===== config.mk =====
export PLATFORM = sky130hd
export DESIGN_NAME = ps2_keyevent_fifo
export DESIGN_NICKNAME = d
export VERILOG_FILES = /design/src/rtl/ps2_pkg.sv /design/src/rtl/ps2_event_fifo.sv /design/src/rtl/ps2_keyevent_fifo.sv
export SDC_FILE = /design/constraint.sdc
export NUM_CORES = 1
export LEC_CHECK = 0
export CAP_MARGIN = 25
export CORE_UTILIZATION = 50
export DETAILED_ROUTE_END_ITERATION = 10
export GPL_ROUTABILITY_DRIVEN = 0
export GPL_TIMING_DRIVEN = 0
export PLACE_DENSITY = 0.73
export SLEW_MARGIN = 5
export SYNTH_ARGS = -nofsm -noshare
export SYNTH_HDL_FRONTEND = slang
export SYNTH_SLANG_ARGS = --single-unit

===== constraint.sdc =====
create_clock -name clk -period 5.06 [get_ports clk]
set_clock_uncertainty 0.15 [all_clocks]
set_input_delay 1.265 -clock clk [delete_from_list [all_inputs] [get_ports clk]]
set_output_delay 1.265 -clock clk [all_outputs]
set_load 0.1 [all_outputs]

===== src/rtl/ps2_pkg.sv =====
// Shared constants and types for the PS/2 key-event receiver and its event FIFO.
package ps2_pkg;

  localparam int unsigned FRAME_BITS = 11;
  localparam int unsigned EVENT_W    = 10;
  localparam logic [7:0]  CODE_EXT   = 8'hE0;
  localparam logic [7:0]  CODE_BRK   = 8'hF0;

  typedef enum logic {
    RX_IDLE,
    RX_RECV
  } rx_state_e;

  typedef struct packed {
    logic       ext;
    logic       brk;
    logic [7:0] code;
  } ps2_event_t;

  // start low, stop high, odd parity across data+parity bits
  function automatic logic frame_ok(input logic [FRAME_BITS-1:0] f);
    return !f[0] && f[10] && (^f[9:1]);
  endfunction

endpackage


===== src/rtl/ps2_event_fifo.sv =====
// Synchronous event FIFO; head reads zero while empty.
module ps2_event_fifo
  import ps2_pkg::*;
#(
  parameter int unsigned LOG2 = 3
) (
  input  logic               clk,
  input  logic               reset,
  input  logic               push,
  input  logic [EVENT_W-1:0] push_data,
  input  logic               pop,
  output logic               full,
  output logic               empty,
  output logic [LOG2:0]      count,
  output logic [EVENT_W-1:0] head
);

  localparam int unsigned DEPTH = 1 << LOG2;

  logic [EVENT_W-1:0] mem_q [DEPTH];
  logic [LOG2-1:0]    wr_ptr_q, wr_ptr_d;
  logic [LOG2-1:0]    rd_ptr_q, rd_ptr_d;
  logic [LOG2:0]      count_q, count_d;
  logic               wr, rd;

  assign full  = (count_q == (LOG2+1)'(DEPTH));
  assign empty = (count_q == '0);
  assign count = count_q;
  assign head  = empty ? '0 : mem_q[rd_ptr_q];

  // a push on a full FIFO is only accepted when the head leaves in the same cycle
  assign wr = push && (!full || pop);
  assign rd = pop && !empty;

  always_comb begin
    wr_ptr_d = wr_ptr_q;
    rd_ptr_d = rd_ptr_q;
    count_d  = count_q;
    if (wr) wr_ptr_d = wr_ptr_q + 1'b1;
    if (rd) rd_ptr_d = rd_ptr_q + 1'b1;
    case ({wr, rd})
      2'b10:   count_d = count_q + 1'b1;
      2'b01:   count_d = count_q - 1'b1;
      default: count_d = count_q;
    endcase
  end

  always_ff @(posedge clk) begin
    if (reset) begin
      wr_ptr_q <= '0;
      rd_ptr_q <= '0;
      count_q  <= '0;
    end else begin
      wr_ptr_q <= wr_ptr_d;
      rd_ptr_q <= rd_ptr_d;
      count_q  <= count_d;
    end
  end

  always_ff @(posedge clk) begin
    if (wr) mem_q[wr_ptr_q] <= push_data;
  end

endmodule


===== src/rtl/ps2_keyevent_fifo.sv =====
// PS/2 keyboard receiver: debounced frame capture, E0/F0 prefix decoding, event FIFO.
module ps2_keyevent_fifo
  import ps2_pkg::*;
#(
  parameter int unsigned DEBOUNCE_BITS   = 9,
  parameter int unsigned DEBOUNCE_CYCLES = 511,
  parameter int unsigned IDLE_BITS       = 12,
  parameter int unsigned IDLE_CYCLES     = 4095,
  parameter int unsigned FIFO_LOG2       = 3,
  parameter int unsigned REPORT_BREAK    = 1
) (
  input  logic               clk,
  input  logic               reset,
  input  logic               ps2_clk,
  input  logic               ps2_data,
  output logic               ev_valid,
  input  logic               ev_ready,
  output logic [7:0]         ev_code,
  output logic               ev_extended,
  output logic               ev_break,
  output logic [FIFO_LOG2:0] fifo_count,
  output logic               overflow,
  output logic               frame_error,
  output logic [7:0]         err_count,
  input  logic               clear_errors
);

  logic [1:0]               clk_sync_q, data_sync_q;
  logic                     clk_s, data_s;
  logic [DEBOUNCE_BITS-1:0] lo_cnt_q;
  logic [IDLE_BITS-1:0]     hi_cnt_q;
  logic                     sample, timeout;
  rx_state_e                state_q, state_d;
  logic [3:0]               bit_cnt_q, bit_cnt_d;
  logic [FRAME_BITS-1:0]    frame_q, frame_d;
  logic                     done_q, done_d;
  logic                     ext_q, ext_d, brk_q, brk_d;
  logic                     overflow_q, overflow_d;
  logic [7:0]               err_q, err_d;
  logic [7:0]               code;
  logic                     ok, push, pop, fifo_full, fifo_empty, new_ovf;
  ps2_event_t               push_ev, head_ev;

  assign clk_s  = clk_sync_q[1];
  assign data_s = data_sync_q[1];

  always_ff @(posedge clk) begin
    if (reset) begin
      clk_sync_q  <= '1;
      data_sync_q <= '1;
    end else begin
      clk_sync_q  <= {clk_sync_q[0], ps2_clk};
      data_sync_q <= {data_sync_q[0], ps2_data};
    end
  end

  // counters saturate so each phase yields at most one sample/timeout
  always_ff @(posedge clk) begin
    if (reset || clk_s) lo_cnt_q <= '0;
    else if (lo_cnt_q != DEBOUNCE_BITS'(DEBOUNCE_CYCLES)) lo_cnt_q <= lo_cnt_q + 1'b1;
  end

  always_ff @(posedge clk) begin
    if (reset || !clk_s || state_q == RX_IDLE) hi_cnt_q <= '0;
    else if (hi_cnt_q != IDLE_BITS'(IDLE_CYCLES)) hi_cnt_q <= hi_cnt_q + 1'b1;
  end

  assign sample  = !clk_s && (lo_cnt_q == DEBOUNCE_BITS'(DEBOUNCE_CYCLES - 1));
  assign timeout = (state_q == RX_RECV) && clk_s && (hi_cnt_q == IDLE_BITS'(IDLE_CYCLES - 1));

  always_comb begin
    state_d   = state_q;
    bit_cnt_d = bit_cnt_q;
    frame_d   = frame_q;
    done_d    = 1'b0;
    case (state_q)
      RX_IDLE: begin
        if (sample) begin
          frame_d[0] = data_s;
          bit_cnt_d  = 4'd1;
          state_d    = RX_RECV;
        end
      end
      RX_RECV: begin
        if (timeout) begin
          bit_cnt_d = '0;
          state_d   = RX_IDLE;
        end else if (sample) begin
          frame_d[bit_cnt_q] = data_s;
          if (bit_cnt_q == 4'(FRAME_BITS - 1)) begin
            bit_cnt_d = '0;
            state_d   = RX_IDLE;
            done_d    = 1'b1;
          end else begin
            bit_cnt_d = bit_cnt_q + 1'b1;
          end
        end
      end
      default: begin
        bit_cnt_d = '0;
        state_d   = RX_IDLE;
      end
    endcase
  end

  always_ff @(posedge clk) begin
    if (reset) begin
      state_q   <= RX_IDLE;
      bit_cnt_q <= '0;
      frame_q   <= '0;
      done_q    <= 1'b0;
    end else begin
      state_q   <= state_d;
      bit_cnt_q <= bit_cnt_d;
      frame_q   <= frame_d;
      done_q    <= done_d;
    end
  end

  // frame_q still holds the completed frame during the cycle after the stop sample
  assign ok          = frame_ok(frame_q);
  assign code        = frame_q[8:1];
  assign frame_error = done_q && !ok;
  assign push        = done_q && ok && code != CODE_EXT && code != CODE_BRK &&
                       (REPORT_BREAK != 0 || !brk_q);
  assign push_ev     = '{ext: ext_q, brk: brk_q, code: code};
  assign pop         = ev_valid && ev_ready;
  assign new_ovf     = push && fifo_full && !pop;

  always_comb begin
    ext_d      = ext_q;
    brk_d      = brk_q;
    overflow_d = overflow_q;
    err_d      = err_q;
    if (done_q) begin
      if (ok && code == CODE_EXT) ext_d = 1'b1;
      else if (ok && code == CODE_BRK) brk_d = 1'b1;
      else begin
        ext_d = 1'b0;
        brk_d = 1'b0;
      end
    end
    if (new_ovf) overflow_d = 1'b1;
    else if (clear_errors) overflow_d = 1'b0;
    if (clear_errors) err_d = frame_error ? 8'd1 : 8'd0;
    else if (frame_error && err_q != 8'hFF) err_d = err_q + 1'b1;
  end

  always_ff @(posedge clk) begin
    if (reset) begin
      ext_q      <= 1'b0;
      brk_q      <= 1'b0;
      overflow_q <= 1'b0;
      err_q      <= '0;
    end else begin
      ext_q      <= ext_d;
      brk_q      <= brk_d;
      overflow_q <= overflow_d;
      err_q      <= err_d;
    end
  end

  ps2_event_fifo #(
    .LOG2(FIFO_LOG2)
  ) u_fifo (
    .clk      (clk),
    .reset    (reset),
    .push     (push),
    .push_data(push_ev),
    .pop      (pop),
    .full     (fifo_full),
    .empty    (fifo_empty),
    .count    (fifo_count),
    .head     (head_ev)
  );

  assign ev_valid    = !fifo_empty;
  assign ev_code     = head_ev.code;
  assign ev_extended = head_ev.ext;
  assign ev_break    = head_ev.brk;
  assign overflow    = overflow_q;
  assign err_count   = err_q;

endmodule


==> flow_metrics.tcl, run 1 <==
set metrics [dict create \
    synth.cell_area_um2 6310 \
    unrepaired_setup_endpoints_after_global_routing "false" \
    ys_types 59 \
    critPathKind "flip-flop to output pin" \
    insertion_delay_ps 420 \
    post-place-cells 705 \
    final.hold.worst_slack_ps 260 \
    hpwlAfterDp_um 8420 \
    synth_top_family_by_area "simple AND/OR/NAND/NOR gates" \
    synthSimpleGateAreaFrac_pct 14.6 \
    maximum_number_of_pins_on_one_net_before_global_route_repair 17 \
    cts_buffer_depth 2 \
    clockRootBuffer "sky130_fd_sc_hd__clkbuf_16" \
    timing.critical_path.cells "inv_1 > ha_1 > xnor3_2 > xnor2_4 > nand2_4 > nand2_1 > inv_1 > dlymetal6s2s_1" \
    static-leakage-power_nw 2.62 \
    layout.nets 579 \
    synth_compound_area_share_pct 6.14 \
    r2r_cells 7 \
    ir_worst_vdd_v 0.000245 \
    ys_async_sr_fraction_pct 0 \
    groute.usage.overall_pct 21.0 \
    route.detailed.vias_per_inst 5.53 \
    hold_path.startpoint "data_sync_q[0]" \
    critical_path.n_buffers_inverters 3 \
    max_freq_ghz 0.221 \
    whs_path_depth 1 \
    vias 4084 \
    initial_utilization_pct 51.9 \
    report.final.slew_viol_count 0 \
    postSynthNetCount 526 \
    wire_length_of_the_first_global_routing_pass_um 20600 \
    share_of_layout_cells_above_drive_strength_1_pct 14.7 \
    timing.final.setup_violations 0 \
    hold_violations 0 \
    cts_tree "yes" \
    path_delay_family "buffers and inverters" \
    slowest_stage "sky130_fd_sc_hd__dlymetal6s2s_1" \
    fin_setup_tns_ps 0 \
    crit_fanout 10 \
    synthesis.area_per_instance_um2 12.5 \
    ant_nets 0 \
    chipWidth_um 114 \
    worst-r2r-setup-slack_ps 1520 \
    floorplan.io_pins 31 \
    category_of_the_worst_setup_path_launch_point "flip-flop" \
    path_depth 8 \
    detail_route.iter0.violations 255 \
    drcViolationCount 0 \
    outcome "completed" \
    timing.slew.headroom_pct 34.2 \
    final_cell_count_no_fill 738 \
    pwr_density_cell_nw_per_um2 331 \
    critical_path.max_stage_delay_ps 770 \
    drt_wl_total_um 12400 \
    synthesis.instances 504 \
    number_of_buffers_created_by_cts 17 \
    antenna_cells 0 \
    cts_num_sinks 146 \
    synth-adder-area-share_pct 3.17 \
    hold_class "flip-flop to flip-flop" \
    max_slew.worst_pin.slew_ps 975 \
    hold_end "data_sync_q[1]" \
    synth-edff-count 80 \
    timing.rr.end "u_fifo.mem_q[3][5]" \
    route.detailed.wl_per_inst_um 16.8 \
    timing.critical_path.to_type "output pin" \
    vias_in_the_first_global_route 4110 \
    cts.htree.levels 4 \
    critPathRequiredTime_ps 3640 \
    ys_ff_latch 146 \
    most_used_cell_cp "sky130_fd_sc_hd__inv_1" \
    cap_violations 0 \
    die_area_um2 13100 \
    area_growth_from_synthesis_to_layout_pct 18.2 \
    total_of_hold_buffers_inserted_after_clock_tree_synthesis 0 \
    fin_crit_sh_pct 89.2 \
    die_height_um 114 \
    portBuffers 29 \
    post-route-min-period_ps 4520 \
    sequential_to_total_area_share_from_yosys_stat_pct 59.0 \
    r2r_start "frame_q[1]" \
    synth.mux.area_fraction_pct 10.8 \
    antenna_found_initial 0 \
    grt_overflow_total 0 \
    rows 40 \
    worst_ep_arrival_time_ps 3100 \
    synth-warning-count 0 \
    firstDrtPassIters 5 \
    core_um2 12200 \
    worst_setup_hold_path_clk_slew_ps 60 \
    synthFlopType "sky130_fd_sc_hd__edfxtp_1" \
    synth_xor_xnor_area_share_pct 3.98 \
]
==> kinds of logic after synthesis <==
| kind of cell | after synthesis |
|---|---|
| simple gates | 178 |
| mux | 43 |
| buf+inv | 38 |
| flops | 146 |
| xor+xnor | 24 |
| compound gates | 59 |
| fa+ha+maj | 16 |
==> per-stage QoR <==
| stage | area (um^2) | utilization (%) | power, mW | worst slack (ps) |
|---|---|---|---|---|
| 3_3_place_gp | 6810 | 56.0 | 1.28 | 109 |
| 3_5_place_dp | 6880 | 56.6 | 1.28 | 608 |
| 6_report | 7460 | 61.4 | 2.47 | 545 |
| 5_1_grt | 7460 | 61.4 | 2.53 | 380 |
| 2_1_floorplan | 6310 | - | 1.28 | 800 |
| 4_1_cts | 7450 | 61.3 | 2.49 | 142 |
==> registers in the layout, indices dropped and copies added (netlist names), named ones only <==
register         cells
lo_cnt_q             9
err_count            8
brk_q                1
data_sync_q          2
state_q              1
u_fifo.rd_ptr_q      3
u_fifo.mem_q        80
overflow             1
u_fifo.wr_ptr_q      3
clk_sync_q           2
bit_cnt_q            4
frame_q             11
u_fifo.count         4
done_q               1
ext_q                1
hi_cnt_q            12
==> per-layer routing <==
metal | part of all wire, % | wire, um | global-route usage [%] | vias to the layer above
met2 | 51 | 6250 | 36.0 | 94
met3 | 3.5 | 434 | 4.87 | 17
met4 | 1.4 | 175 | 7.79 | 0
met1 | 45 | 5510 | 25.8 | 2002
met5 | 0 | 0 | 0 | -
li1 | - | - | - | 1971
==> synthesized netlist by cell type, drive strengths merged (3+ instances only) <==
master	instances	share of area [%]
edfxtp	80	38
dfxtp	66	21
nor2	63	3.7
nand2	27	1.7
mux2i	23	3.6
a21oi	21	1.8
mux4	20	7.1
nand3	20	1.6
inv	19	1.1
ha	16	3.2
clkbuf	15	0.89
xor2	12	1.7
xnor2	11	1.9
o21ai	10	0.79
nor3	9	0.71
nand4	8	1.0
nand2b	7	0.69
or2	7	0.73
nor2b	6	0.59
or3	6	0.61
a211oi	5	0.59
and3	5	0.50
a31oi	4	0.40
buf	4	0.30
a311oi	3	0.42
a31o	3	0.42
nor4	3	0.54
o31ai	3	0.36
or4	3	0.36
==> worst max path at each step <==
stage,slack (ps),start,end
after floorplan,800,u_fifo.count[0],ev_break
after global placement,110,ev_ready,u_fifo.mem_q[4][3]
final,540,frame_q[1],frame_error
after global routing,380,frame_q[1],frame_error
after detailed placement,610,frame_q[2],frame_error
after CTS,140,frame_q[1],frame_error
==> what timing repair did <==
item,4_1_cts,5_1_grt
endpoints found under the hold margin,0,0
setup buffers,0,0
resized for setup,0,1
endpoints found under the setup margin,0,1
==> placed cells by master, fill, tap and decap left out, drive strengths merged, types with 4 or more instances in the layout <==
| master | n |
|---|---|
| edfxtp | 80 |
| a211oi | 5 |
| nor2 | 63 |
| xnor2 | 11 |
| nand2b | 7 |
| nand3 | 20 |
| or2 | 7 |
| xor2 | 12 |
| nand2 | 27 |
| mux2i | 23 |
| buf | 9 |
| or3 | 6 |
| dfxtp | 66 |
| nor2b | 6 |
| nor3 | 9 |
| mux4 | 20 |
| ha | 16 |
| clkdlybuf4s50 | 28 |
| a31oi | 4 |
| a21oi | 21 |
| inv | 27 |
| and3 | 5 |
| nand4 | 8 |
| clkbuf | 32 |
| o21ai | 10 |
==> cell type report <==
class	count	area, um^2
clock buffers	17	425
repair buffers	34	330
well taps	168	210
multi-input cells	320	2480
fillers	958	4700
clock inverters	15	145
plain buffers	19	75.1
flip-flops and latches	146	3720
inverters	19	71.3
==> report_power, final <==
group          internal, mW  total [mW]  switching, mW
clock network         0.689        1.21          0.521
logic               0.00669      0.0181         0.0114
registers              1.24        1.24       0.000929
total                  1.93        2.47          0.533
Note: power is estimated with default switching activity, not from simulation.
==> run 2: changes to the inputs <==
- SKIP_LAST_GASP: default -> 1
==> results of run 2 <==
Same layout as run 1: the final DEF is identical, and so are final timing and power.
